`config.mk`:
```
export PLATFORM = sky130hd
export DESIGN_NAME = instr_encoder
export DESIGN_NICKNAME = d
export VERILOG_FILES = /design/src/rtl/instr_encoder.sv
export SDC_FILE = /design/constraint.sdc
export NUM_CORES = 1
export LEC_CHECK = 0
export CAP_MARGIN = 20
export CORE_MARGIN = 4
export CORE_UTILIZATION = 43
export DETAILED_ROUTE_END_ITERATION = 8
export GPL_TIMING_DRIVEN = 0
export PLACE_DENSITY_LB_ADDON = 0.08
export SKIP_LAST_GASP = 1
export SYNTH_ARGS = -nofsm -noshare
export SYNTH_HDL_FRONTEND = slang
export SYNTH_SLANG_ARGS = --single-unit
export TNS_END_PERCENT = 30
```
`constraint.sdc`:
```
create_clock -name clk -period 2.7 [get_ports clk]
set_input_delay 0.54 -clock clk [delete_from_list [all_inputs] [get_ports clk]]
set_output_delay 0.54 -clock clk [all_outputs]
set_load 0.02 [all_outputs]
```
`src/rtl/instr_encoder.sv`:
```
// instr_encoder: assembles RV32I words (R, I, LW, SW, BEQ, JAL) from
// decoded control fields and writes them sequentially into imem.
// Optional feature macro: ENC_RANGE_CHECK_EN. When it is defined, immediates
// that do not fit their format (or odd BEQ/JAL offsets) are rejected and
// raise err. When it is undefined, immediates are silently truncated.
module instr_encoder #(
  parameter int AW    = 5,
  parameter int DEPTH = 32
) (
  input  logic          clk,
  input  logic          reset_n,
  input  logic          clr,
  input  logic          in_valid,
  output logic          in_ready,
  input  logic [2:0]    op_class,
  input  logic [2:0]    funct3,
  input  logic          funct7b5,
  input  logic [4:0]    rd,
  input  logic [4:0]    rs1,
  input  logic [4:0]    rs2,
  input  logic [20:0]   imm,
  output logic          imem_we,
  output logic [AW-1:0] imem_addr,
  output logic [31:0]   imem_wdata,
  output logic [AW:0]   count,
  output logic          full,
  output logic          err
);

  localparam logic [AW:0] LP_DEPTH = (AW+1)'(DEPTH);
  localparam logic [AW:0] LP_ONE   = (AW+1)'(1);

  typedef enum logic [1:0] {
    ST_IDLE  = 2'd0,
    ST_WRITE = 2'd1,
    ST_FULL  = 2'd2
  } state_t;

  state_t        r_state;
  logic          r_we;
  logic [AW-1:0] r_addr;
  logic [31:0]   r_wdata;
  logic [AW:0]   r_count;
  logic          r_full;
  logic          r_err;

  logic [31:0]   w_word;
  logic          w_classOk;
  logic          w_rangeOk;
  logic          w_accept;
  logic [AW:0]   w_countNext;

  // Build the instruction word for the requested class; flag classes 6-7
  always_comb begin
    w_word    = 32'h0000_0000;
    w_classOk = 1'b1;
    case (op_class)
      3'd0: w_word = {(funct7b5 ? 7'h20 : 7'h00), rs2, rs1, funct3, rd, 7'h33};
      3'd1: w_word = {imm[11:0], rs1, funct3, rd, 7'h13};
      3'd2: w_word = {imm[11:0], rs1, 3'b010, rd, 7'h03};
      3'd3: w_word = {imm[11:5], rs2, rs1, 3'b010, imm[4:0], 7'h23};
      3'd4: w_word = {imm[12], imm[10:5], rs2, rs1, funct3, imm[4:1], imm[11], 7'h63};
      3'd5: w_word = {imm[20], imm[10:1], imm[11], imm[19:12], rd, 7'h6F};
      default: w_classOk = 1'b0;
    endcase
  end

`ifdef ENC_RANGE_CHECK_EN
  // Immediate fits its format when all bits above the format's sign bit
  // replicate it; branch and jump offsets must also be halfword aligned
  always_comb begin
    w_rangeOk = 1'b1;
    case (op_class)
      3'd1, 3'd2, 3'd3: w_rangeOk = (imm[20:11] == 10'h000) || (imm[20:11] == 10'h3FF);
      3'd4:             w_rangeOk = ((imm[20:12] == 9'h000) || (imm[20:12] == 9'h1FF)) && !imm[0];
      3'd5:             w_rangeOk = !imm[0];
      default:          w_rangeOk = 1'b1;
    endcase
  end
`else
  logic w_unusedImm0;
  assign w_unusedImm0 = imm[0];
  assign w_rangeOk    = 1'b1;
`endif

  assign in_ready    = (r_state == ST_IDLE) && !r_full;
  assign w_accept    = in_valid && in_ready;
  assign w_countNext = r_count + LP_ONE;

  // Sequencer: accept in IDLE, strobe for one cycle in WRITE, then advance
  // the pointer; clr outranks all traffic and returns to an empty buffer
  always_ff @(posedge clk) begin
    if (!reset_n) begin
      r_state <= ST_IDLE;
      r_we    <= 1'b0;
      r_addr  <= '0;
      r_wdata <= 32'h0000_0000;
      r_count <= '0;
      r_full  <= 1'b0;
      r_err   <= 1'b0;
    end else if (clr) begin
      r_state <= ST_IDLE;
      r_we    <= 1'b0;
      r_addr  <= '0;
      r_count <= '0;
      r_full  <= 1'b0;
      r_err   <= 1'b0;
    end else begin
      case (r_state)
        ST_IDLE: begin
          if (w_accept) begin
            if (w_classOk && w_rangeOk) begin
              r_we    <= 1'b1;
              r_wdata <= w_word;
              r_state <= ST_WRITE;
            end else begin
              r_err <= 1'b1;
            end
          end
        end
        ST_WRITE: begin
          r_we    <= 1'b0;
          r_count <= w_countNext;
          if (w_countNext == LP_DEPTH) begin
            r_full  <= 1'b1;
            r_state <= ST_FULL;
          end else begin
            r_addr  <= r_addr + 1'b1;
            r_state <= ST_IDLE;
          end
        end
        ST_FULL: begin
          r_we <= 1'b0;
        end
        default: begin
          r_we    <= 1'b0;
          r_state <= ST_IDLE;
        end
      endcase
    end
  end

  // A clr or reset arriving during WRITE cancels that cycle's strobe
  assign imem_we    = r_we && reset_n && !clr;
  assign imem_addr  = r_addr;
  assign imem_wdata = r_wdata;
  assign count      = r_count;
  assign full       = r_full;
  assign err        = r_err;

endmodule

```
==> impl_metrics.toml <==
[pwr]
combinationalPowerShare = 0.216
p_leak_nw = 1.31
p_int_mw = 1.04
p_seq_frac = 0.501
switching_share = 0.274
power_frac_clock = 0.283
finalPower_mw = 1.43
p_switching_mw = 0.390
ir_worst_vdd_v = 0.000313
power.density_mw_per_mm2 = 415

[timing]
setup_tns_ps = 0
tightest_slew_ps = 671
rsz0062_at_grt = "no"
fin_skew_ps = 7.11
finalMaxSlewViolations = 0
fin_crit_sh = 0.907
period_minus_slack_ps = 2450
fmax_mhz = 409
relSlewSlack = 0.549
setup_slack_ps = 252
setup_violations = 0
finalHoldViolations = 0

[routing]
drtPass1Iterations = 4
drt_iter0_markers = 133
vias = 2393
drt-vias-per-instance = 5.39
wl_mm = 6.47
drc = 0
drtAntennaViolNets = 0
post_drt_wl_per_cell_um = 14.6

[layout]
syn_to_final_growth_pct = 46.2
drive_gt1_frac = 0.0668
nets = 424
layout_common_cells = "90 x clkdlybuf4s50_1, 46 x dfxtp_1, 35 x nand2_1"
fillCellCount = 467
stdcell_area_mm2 = 0.00344
register_area_um2 = 921
multi_input_area_mm2 = 0.00131
final_util = 0.661
layout_commonest_cell = "clkdlybuf4s50_1"
num_antenna_cells = 0

[die]
die-height_um = 82.0
chipWidth_um = 82.0
die-area_mm2 = 0.00672
rows = 26
io_pins = 94
core_mm2 = 0.00520
start_util = 0.452

[critical_path]
end_kind = "primary output"
crit_type = "primary input to primary output"
cp.arrival_ps = 1910
critical-path-max-stage-delay_ps = 610
cp_max_fo = 8
startpoint_type = "primary input"
worstPathCellList = "dlygate4sd2_1, nor2_4, and2_1, clkdlybuf4s50_1"
slowest_stage = "clkdlybuf4s50_1"
cp_data_required_time_ps = 2160

[global_routing]
first_global_vias = 2303
grt_pass1_wl_mm = 10.4
grt_max_degree = 14
antenna_found_initial = 0
grt_overflow = 0
grtUsageTotal = 0.198

[synth]
yosysWarnings = 0
netlist_instances = 276
ys_seq_area_frac = 0.391
synth_edf_count = 0
ys.flop_type = "dfxtp_1"
async_reset_ff_frac = 0
ys_types = 47
postSynthAreaPerCell_um2 = 8.52
synth_nets = 326
syn-cell-area_mm2 = 0.00235
ys_ff_latch = 46

[clock_tree]
post_cts_buffers = 0
clk_latency_ps = 290
cts_inserted_buffers = 5
clk_pin_slew_ps = 80
tritoncts = "done"
clk_path_buf_depth = 2
clock-sinks = 46
cts-root-buf = "clkbuf_8"
htreeDepth = 2

[place]
dp_hpwl_mm = 4.90
gp_congestion = 0.799
place_ws_ps = -276
numPortBuffers = 91
placed_area_mm2 = 0.00335

[flow_run]
max_cap_violations = 0

[outcome]
status = "finished, final reports clean"

[min_path]
min_path_type = "flop to flop"
-- flip-flops by register name, indices dropped and copies added, names as in the netlist --
| name | flops |
|---|---|
| r_we | 1 |
| full | 1 |
| count | 6 |
| err | 1 |
| imem_wdata | 30 |
| r_state | 2 |
| imem_addr | 5 |
-- power by group through the flow --
| stage | Clock [mW] | Sequential (mW) | Combinational [mW] |
|---|---|---|---|
| 6_report | 0.403 | 0.714 | 0.308 |
| 3_3_place_gp | 0 | 0.730 | 0.305 |
| 4_1_cts | 0.414 | 0.714 | 0.310 |
| 5_1_grt | 0.449 | 0.718 | 0.335 |
| 3_5_place_dp | 0 | 0.730 | 0.308 |
| 2_1_floorplan | 0 | 0.757 | 0.129 |
-- path summary, 6_finish.rpt --
check	from	end	slack (ps)	cells after the start
max	clr	imem_we	250	4
min	imem_wdata[16]	imem_wdata[16]	450	2
max reg2reg	r_state[0]	imem_wdata[29]	680	6
min reg2reg	imem_wdata[16]	imem_wdata[16]	450	2
-- stage by stage --
step                      hold WS, ps  cells
after detailed placement          442    437
after global placement            436    437
after global routing              470    444
final                             449    444
after floorplan                   466    276
after CTS                         452    444
-- metal layers --
layer | track usage | up-vias | share of wire
met5 | 0 | - | 0
met4 | 0.0681 | 0 | 0.016
met3 | 0.0592 | 10 | 0.079
met2 | 0.325 | 78 | 0.47
met1 | 0.246 | 1113 | 0.43
li1 | - | 1192 | -
-- cells by family (layout without fill, tap and decap cells) --
| kind of cell | Yosys count | after routing | synth area share |
|---|---|---|---|
| adders and majority gates | 3 | 3 | 0.0160 |
| xor gates and xnor gates | 8 | 8 | 0.0298 |
| DFF | 46 | 46 | 0.391 |
| muxes | 16 | 16 | 0.0691 |
| and+or+nand+nor | 108 | 108 | 0.238 |
| buffers and inverters | 25 | 123 | 0.0537 |
| AOI/OAI and AO/OA | 70 | 70 | 0.202 |
-- what timing repair did --
item                                    CTS  global route
hold buffers                              0             0
endpoints found under the setup margin    1             1
resized for setup                         4             2
hold endpoints to repair                  0             0
cloned                                    0             0
-- critical path, delay by kind of cell --
family        cells  cell delay (ps)
simple gates      2              410
buf+inv           2              960
-- cells in the mapped netlist, types with 2 or more instances --
| library cell | n | area share |
|---|---|---|
| buf_1 | 3 | 0.0048 |
| o211a_1 | 6 | 0.026 |
| nand2b_1 | 5 | 0.013 |
| o21a_1 | 2 | 0.0064 |
| nand3_1 | 13 | 0.028 |
| nor4_1 | 2 | 0.0053 |
| nor2_1 | 17 | 0.027 |
| a32oi_1 | 2 | 0.0074 |
| xnor2_1 | 4 | 0.015 |
| ha_1 | 3 | 0.016 |
| mux2_2 | 2 | 0.0096 |
| nor4b_1 | 2 | 0.0074 |
| dfxtp_1 | 46 | 0.39 |
| a22oi_1 | 10 | 0.032 |
| nor2b_1 | 11 | 0.029 |
| buf_6 | 3 | 0.014 |
| xor2_1 | 4 | 0.015 |
| o22ai_1 | 5 | 0.013 |
| inv_1 | 2 | 0.0032 |
| buf_4 | 2 | 0.0064 |
| buf_2 | 2 | 0.0043 |
| o21ai_0 | 3 | 0.0064 |
| nand4_1 | 5 | 0.013 |
| o221ai_1 | 5 | 0.019 |
| nand2_1 | 35 | 0.056 |
| clkbuf_1 | 12 | 0.019 |
| or2_2 | 3 | 0.0080 |
| o211ai_1 | 2 | 0.0064 |
| a21oi_1 | 24 | 0.051 |
| mux2i_1 | 14 | 0.060 |
| a31oi_1 | 6 | 0.016 |
| nor3_1 | 6 | 0.013 |
-- layout make-up --
class,count,share of cell area
clock buffer,5,0.0200
clock inverter,2,0.00291
multi-input combinational,205,0.382
timing repair buffer,91,0.265
sequential,46,0.268
tap,70,0.0255
inverter,3,0.00364
buffer,22,0.0338
(Power assumes the default switching activity.)
